<file path="src/rtl/vga_rx_monitor.sv">
// Receive-side monitor for the 8-bit TinyVGA bus: recovers pixel coordinates,
// measures line/frame timing, tracks lock, checksums frames and probes one pixel.
//
// state    | meaning
// S_UNLOCK | no good frame boundary since reset or the last bad boundary
// S_ONE    | one good frame boundary seen
// S_LOCKED | two or more consecutive good frame boundaries
module vga_rx_monitor #(
   parameter int H_TOTAL  = 800,
   parameter int V_TOTAL  = 525,
   parameter int H_ACTIVE = 640,
   parameter int V_ACTIVE = 480,
   parameter int H_BACK   = 48,
   parameter int V_BACK   = 32
) (
   input  logic        clk,
   input  logic        rst_n,
   input  logic [7:0]  vga_in,
   input  logic [9:0]  probe_x,
   input  logic [9:0]  probe_y,
   output logic [9:0]  pix_x,
   output logic [9:0]  pix_y,
   output logic [5:0]  pix_rgb,
   output logic        pix_valid,
   output logic [9:0]  line_len,
   output logic [9:0]  frame_lines,
   output logic [15:0] frame_sum,
   output logic        frame_done,
   output logic        locked,
   output logic [5:0]  probe_rgb,
   output logic        probe_hit
);

   localparam logic [1:0]  S_UNLOCK = 2'd0;
   localparam logic [1:0]  S_ONE    = 2'd1;
   localparam logic [1:0]  S_LOCKED = 2'd2;
   localparam logic [9:0]  CNT_MAX  = 10'h3ff;
   localparam logic [10:0] H_LO     = 11'(H_BACK);
   localparam logic [10:0] H_HI     = 11'(H_BACK + H_ACTIVE);
   localparam logic [10:0] V_LO     = 11'(V_BACK);
   localparam logic [10:0] V_HI     = 11'(V_BACK + V_ACTIVE);
   localparam logic [9:0]  H_OFS    = 10'(H_BACK);
   localparam logic [9:0]  V_OFS    = 10'(V_BACK);
   localparam logic [9:0]  H_TOT    = 10'(H_TOTAL);
   localparam logic [9:0]  V_TOT    = 10'(V_TOTAL);

   logic [7:0]  s1, s1_d;
   logic        h_rise, v_rise, anchor;
   logic [9:0]  hcnt, vcnt;
   logic [9:0]  hcnt_nxt, vcnt_nxt;
   logic [9:0]  len_meas, lines_meas;
   logic        have_h, have_v, v_pend, line_err;
   logic        err_eval, good, in_win, probe_match;
   logic [1:0]  state, state_nxt;
   logic [15:0] acc, acc_add;
   logic [5:0]  rgb_s1;

   // bus order is {hsync, B0, G0, R0, vsync, B1, G1, R1}
   assign h_rise  = s1[7] & ~s1_d[7];
   assign v_rise  = s1[3] & ~s1_d[3];
   assign anchor  = h_rise & v_pend;
   assign rgb_s1  = {s1[0], s1[4], s1[1], s1[5], s1[2], s1[6]};

   // hcnt/vcnt hold the index of the sample now in the output stage
   assign len_meas   = hcnt + 10'd1;
   assign lines_meas = vcnt + 10'd1;

   always_comb begin
      hcnt_nxt = (hcnt == CNT_MAX) ? CNT_MAX : hcnt + 10'd1;
      vcnt_nxt = vcnt;
      if (h_rise) begin
         hcnt_nxt = '0;
         if (anchor)
            vcnt_nxt = '0;
         else if (vcnt != CNT_MAX)
            vcnt_nxt = vcnt + 10'd1;
      end
   end

   assign in_win = (have_v | anchor)
                 & ({1'b0, hcnt_nxt} >= H_LO) & ({1'b0, hcnt_nxt} < H_HI)
                 & ({1'b0, vcnt_nxt} >= V_LO) & ({1'b0, vcnt_nxt} < V_HI);

   // the line closing at this h_rise still belongs to the ending frame
   assign err_eval = line_err | (h_rise & have_h & (len_meas != H_TOT));
   // the frame closed by the first anchor after reset is partial, hence have_v
   assign good     = have_h & have_v & ~err_eval & (lines_meas == V_TOT);

   always_comb begin
      state_nxt = state;
      if (anchor) begin
         if (!good)
            state_nxt = S_UNLOCK;
         else if (state == S_UNLOCK)
            state_nxt = S_ONE;
         else
            state_nxt = S_LOCKED;
      end
   end

   assign locked      = (state == S_LOCKED);
   assign acc_add     = acc + (pix_valid ? {10'b0, pix_rgb} : 16'd0);
   assign probe_match = pix_valid & (pix_x == probe_x) & (pix_y == probe_y);

   always_ff @(posedge clk or negedge rst_n) begin
      if (!rst_n) begin
         s1          <= '0;
         s1_d        <= '0;
         hcnt        <= '0;
         vcnt        <= '0;
         have_h      <= 1'b0;
         have_v      <= 1'b0;
         v_pend      <= 1'b0;
         line_err    <= 1'b0;
         state       <= S_UNLOCK;
         acc         <= '0;
         pix_x       <= '0;
         pix_y       <= '0;
         pix_rgb     <= '0;
         pix_valid   <= 1'b0;
         line_len    <= '0;
         frame_lines <= '0;
         frame_sum   <= '0;
         frame_done  <= 1'b0;
         probe_rgb   <= '0;
         probe_hit   <= 1'b0;
      end else begin
         s1        <= vga_in;
         s1_d      <= s1;
         hcnt      <= hcnt_nxt;
         vcnt      <= vcnt_nxt;
         state     <= state_nxt;
         pix_valid <= in_win;
         pix_x     <= in_win ? hcnt_nxt - H_OFS : 10'd0;
         pix_y     <= in_win ? vcnt_nxt - V_OFS : 10'd0;
         pix_rgb   <= rgb_s1;
         frame_done <= anchor;
         probe_hit <= probe_match;

         if (h_rise)
            have_h <= 1'b1;
         if (anchor)
            have_v <= 1'b1;
         if (v_rise)
            v_pend <= 1'b1;
         else if (anchor)
            v_pend <= 1'b0;

         if (h_rise & have_h)
            line_len <= len_meas;
         line_err <= anchor ? 1'b0 : err_eval;

         if (anchor) begin
            frame_lines <= lines_meas;
            frame_sum   <= acc_add;
            acc         <= '0;
         end else begin
            acc <= acc_add;
         end

         if (probe_match)
            probe_rgb <= pix_rgb;
      end
   end

endmodule

</file>
<file path="config.mk">
export PLATFORM = sky130hd
export DESIGN_NAME = vga_rx_monitor
export DESIGN_NICKNAME = d
export VERILOG_FILES = /design/src/rtl/vga_rx_monitor.sv
export SDC_FILE = /design/constraint.sdc
export NUM_CORES = 1
export LEC_CHECK = 0
export CAP_MARGIN = 20
export CORE_ASPECT_RATIO = 0.75
export CORE_MARGIN = 2
export CORE_UTILIZATION = 54
export CTS_BUF_LIST = sky130_fd_sc_hd__clkbuf_16
export DETAILED_ROUTE_END_ITERATION = 10
export PLACE_DENSITY = 0.87
export SETUP_SLACK_MARGIN = 0.05
export SYNTH_ARGS = -nofsm -noshare
export SYNTH_HDL_FRONTEND = slang
export SYNTH_SLANG_ARGS = --single-unit
</file>
<file path="constraint.sdc">
create_clock -name clk -period 3.6 [get_ports clk]
set_input_delay 0.72 -clock clk [delete_from_list [all_inputs] [get_ports clk]]
set_output_delay 0.72 -clock clk [all_outputs]
set_load 0.02 [all_outputs]
</file>
==> impl_metrics.csv, run 1 <==
group,metric,value,unit
hold_path,hold_path_startpoint,"s1[5]",
clock_tree,worstSkewPairLatency,0.41,ns
final_layout,finish.instance_area,0.00774,mm^2
route,drt_drc_violations_left,0,
clock_tree,clk_path_buf_depth,2,
setup_path,worst_r2r_endpoint,"pix_x[9]",
clock_tree,post_cts.resized_instances,0,
timing,max_slew_margin,30.8,%
timing,min_period,3.23,ns
final_layout,area.growth.synth_to_final,25.9,%
place,routability_congestion,0.936,
timing,finalHoldViolations,0,
hold_path,hold_end,"s1_d[5]",
timing,finalSetupViolCount,0,
synth,synth_warnings,0,
power_and_ir_drop,vdd.ir_drop.worst,0.000334,V
global_routing,gr-usage-all-layers,26.0,%
synth,synthTopCellsByArea,"sky130_fd_sc_hd__dfrtp_1, sky130_fd_sc_hd__xnor2_1, sky130_fd_sc_hd__nand2_1",
final_layout,finish.utilization,70.2,%
route,routedWlPerCell,18.2,um
synth,most_used_flip_flop_cell_after_synthesis,"sky130_fd_sc_hd__dfrtp_1",
floorplan,effective_utilization_at_floorplan,55.7,%
run_status,run_status,"finished clean",
final_layout,antenna_cells_inserted,0,
global_routing,grt_pass1_wl,24200,um
synth,post_synth_inst_count,588,
clock_tree,clock-sinks,123,
final_layout,ff_latch_area,0.00308,mm^2
final_layout,fraction_of_layout_cells_with_a_size_suffix_above_1,12.8,%
clock_tree,number_of_hold_buffers_added_after_cts,0,
floorplan,floorplan.core_area,0.0110,mm^2
clock_tree,cts_tree,"yes",
clock_tree,post_cts.repair.setup_buffers,0,
global_routing,pin_count_of_the_biggest_net_entering_global_routing,67,
setup_path,critPathCaptureType,"flip-flop",
synth,yosysTopAreaCell,"sky130_fd_sc_hd__dfrtp_1",
clock_tree,cts.clk_slew.worst_paths,0.06,ns
clock_tree,root_buffer,"sky130_fd_sc_hd__clkbuf_16",
synth,ys_seq_area_share,50.1,%
route,detailedRoute.firstIterationViolations,351,
hold_path,min_path_type,"flip-flop to flip-flop",
global_routing,global_route.overflow_total,0,
synth,ys_ff_latch,123,
timing,report.final.slew_viol_count,0,
route,vias,4670,
timing,fin_setup_tns,0,ns
synth,netlist-cell-type-count,75,
synth,synth-edff-count,0,
route,drt_pre_antenna_iters,5,
setup_path,reg2reg_setup_slack,0.37,ns
timing,holdWs,0.347,ns
final_layout,fillCellCount,788,
route,wl,15000,um
clock_tree,numCtsBuffers,17,
setup_path,critical_path_arrival,3.55,ns
synth,synth_nets,631,
route,routed_via_density,5.65,
synth,avgSynthCellArea,10.4,um^2
hold_path,min_delay_path_depth,0,
power_and_ir_drop,p_leak,3.28,nW
final_layout,layout.nets,717,
timing,fin_worst_skew,0.00603,ns
place,place_hpwl,10700,um
floorplan,die_area,0.0123,mm^2
floorplan,die_width,127,um
floorplan,io_pins,102,
final_layout,multi_input_comb_area,0.00276,mm^2
setup_path,worst_ep_required_time,3.91,ns
run,cap_violations,0,
floorplan,num_rows,33,
global_routing,first_global_vias,4506,
timing,grt_setup_unrepaired,"false",
timing,layout_worst_path_cycle_share,89.8,%
global_routing,antenna_found_initial,0,
place,port-buffer-count,101,
power_and_ir_drop,p_per_area,471,mW/mm^2
power_and_ir_drop,total_power,3.65,mW
setup_path,timing.critical_path.fanout_max,10,
timing,max_clock_freq,0.309,GHz
synth,synth_top_area_share,50.1,%
synth,post-synth-top-count-cell,"sky130_fd_sc_hd__dfrtp_1",
setup_path,worstReg2RegStart,"vcnt[0]",
place,place_area,0.00716,mm^2
setup_path,rr_worst_depth,13,
synth,syn-cell-area,0.00614,mm^2
setup_path,critical_setup_path_class,"flip-flop to flip-flop",
synth,synth_common_cells,"sky130_fd_sc_hd__dfrtp_1, sky130_fd_sc_hd__nand2_1, sky130_fd_sc_hd__o21ai_0, sky130_fd_sc_hd__xnor2_1, sky130_fd_sc_hd__nor2_1",
timing,tightest_slew,1.03,ns
setup_path,cp-start-kind,"flip-flop",
floorplan,die-height,96.4,um
route,postRouteAntennaNets,0,
synth,async_reset_ff_share,100,%
clock_tree,cts.htree.levels,4,
## sequential cells by signal, summed over array words and instances, names as in the netlist
signal / count
s1: 8
pix_valid: 1
state: 2
probe_rgb: 6
s1_d: 8
pix_x: 10
line_len: 10
vcnt: 10
frame_lines: 10
pix_y: 10
frame_done: 1
have_v: 1
probe_hit: 1
hcnt: 10
line_err: 1
v_pend: 1
have_h: 1
acc: 16
frame_sum: 16
## metal layers
metal  GRT usage, %  part of all wire, %
met4           6.68                 0.66
met1           37.6                   48
met2           38.5                   44
met5              0                    0
met3           7.93                  7.5
## area by class of cell
| class | count | share of cell area (%) |
|---|---|---|
| Clock buffer | 17 | 5.50 |
| Clock inverter | 15 | 1.94 |
| Timing Repair Buffer | 109 | 14.1 |
| Sequential cell | 123 | 39.8 |
| Multi-Input combinational cell | 407 | 35.6 |
| Tap cell | 140 | 2.26 |
| Inverter | 16 | 0.776 |
## cell families (layout without fill, tap and decap cells)
logic type | count (synthesis) | after routing | synth area share [%]
buffers and inverters | 58 | 157 | 5.05
muxes | 8 | 8 | 1.45
adders and majority gates | 13 | 13 | 2.77
and+or+nand+nor | 224 | 224 | 21.0
xor gates and xnor gates | 59 | 59 | 8.41
DFF | 123 | 123 | 50.1
AOI/OAI and AO/OA | 103 | 103 | 11.2
## worst max path at each step
stage	from	end	slack (ns)	depth (start not counted)
after floorplan	vcnt[0]	pix_y[5]	0.73	13
final	vcnt[0]	pix_x[9]	0.37	13
after global routing	vcnt[0]	pix_x[9]	0.07	13
after CTS	vcnt[0]	pix_x[9]	0.38	13
after detailed placement	vcnt[0]	pix_x[9]	0.41	13
after global placement	vcnt[0]	pix_x[9]	0.55	13
## stage by stage
step,setup slack [ns],instances
floorplan,0.729,588
global placement,0.548,795
detailed placement,0.407,795
CTS,0.381,827
global route,0.0723,827
finish,0.367,827
## placed cells by master, fill, tap and decap left out, drive strengths merged, types with 7 or more instances in the layout
cell type / netlist / layout
buf: 29 / 9
clkinv: 0 / 7
dfrtp: 123 / 123
clkbuf: 13 / 17
nand3: 16 / 16
a31oi: 8 / 8
nor2: 37 / 37
a21oi: 17 / 17
nor4: 11 / 11
mux2: 7 / 7
clkdlybuf4s50: 0 / 100
nand2: 70 / 70
nand4: 12 / 12
xnor2: 33 / 33
xor2: 26 / 26
and3: 7 / 7
nor3b: 9 / 9
and2: 13 / 13
o21ai: 43 / 43
nor3: 19 / 19
ha: 12 / 12
inv: 16 / 17
## critical path: stages (launching register included)
cell and delay (ns):
sky130_fd_sc_hd__dfrtp_1 0.52, sky130_fd_sc_hd__ha_1 0.37, sky130_fd_sc_hd__nand4_2 0.21, sky130_fd_sc_hd__o31ai_2 0.49, sky130_fd_sc_hd__nor2_1 0.12, sky130_fd_sc_hd__xnor2_1 0.15, sky130_fd_sc_hd__nand2_1 0.10, sky130_fd_sc_hd__inv_1 0.12
sky130_fd_sc_hd__ha_1 0.16, sky130_fd_sc_hd__o221ai_2 0.11, sky130_fd_sc_hd__nor4_4 0.24, sky130_fd_sc_hd__nor2_4 0.14, sky130_fd_sc_hd__buf_12 0.17, sky130_fd_sc_hd__nor4_1 0.24
## power by group
part           switching, mW  leakage [nW]  internal, mW
clock network          0.628         0.266          1.01
registers             0.0818          1.65          1.46
logic                  0.283          1.36         0.184
Power figures use the tool's default switching activity.
==> run 2, diff against run 1 <==
--- a/config.mk
+++ b/config.mk
@@ -16,3 +16,4 @@
 export SYNTH_ARGS = -nofsm -noshare
 export SYNTH_HDL_FRONTEND = slang
 export SYNTH_SLANG_ARGS = --single-unit
+export TNS_END_PERCENT = 50
==> results of run 2 <==
Same layout as run 1: the final DEF is identical, and so are final timing and power.
==> run 3, diff against run 2 <==
--- a/config.mk
+++ b/config.mk
@@ -13,6 +13,7 @@
 export DETAILED_ROUTE_END_ITERATION = 10
 export PLACE_DENSITY = 0.87
 export SETUP_SLACK_MARGIN = 0.05
+export SLEW_MARGIN = 20
 export SYNTH_ARGS = -nofsm -noshare
 export SYNTH_HDL_FRONTEND = slang
 export SYNTH_SLANG_ARGS = --single-unit
==> results of run 3 <==
Same layout as run 1: the final DEF is identical, and so are final timing and power.
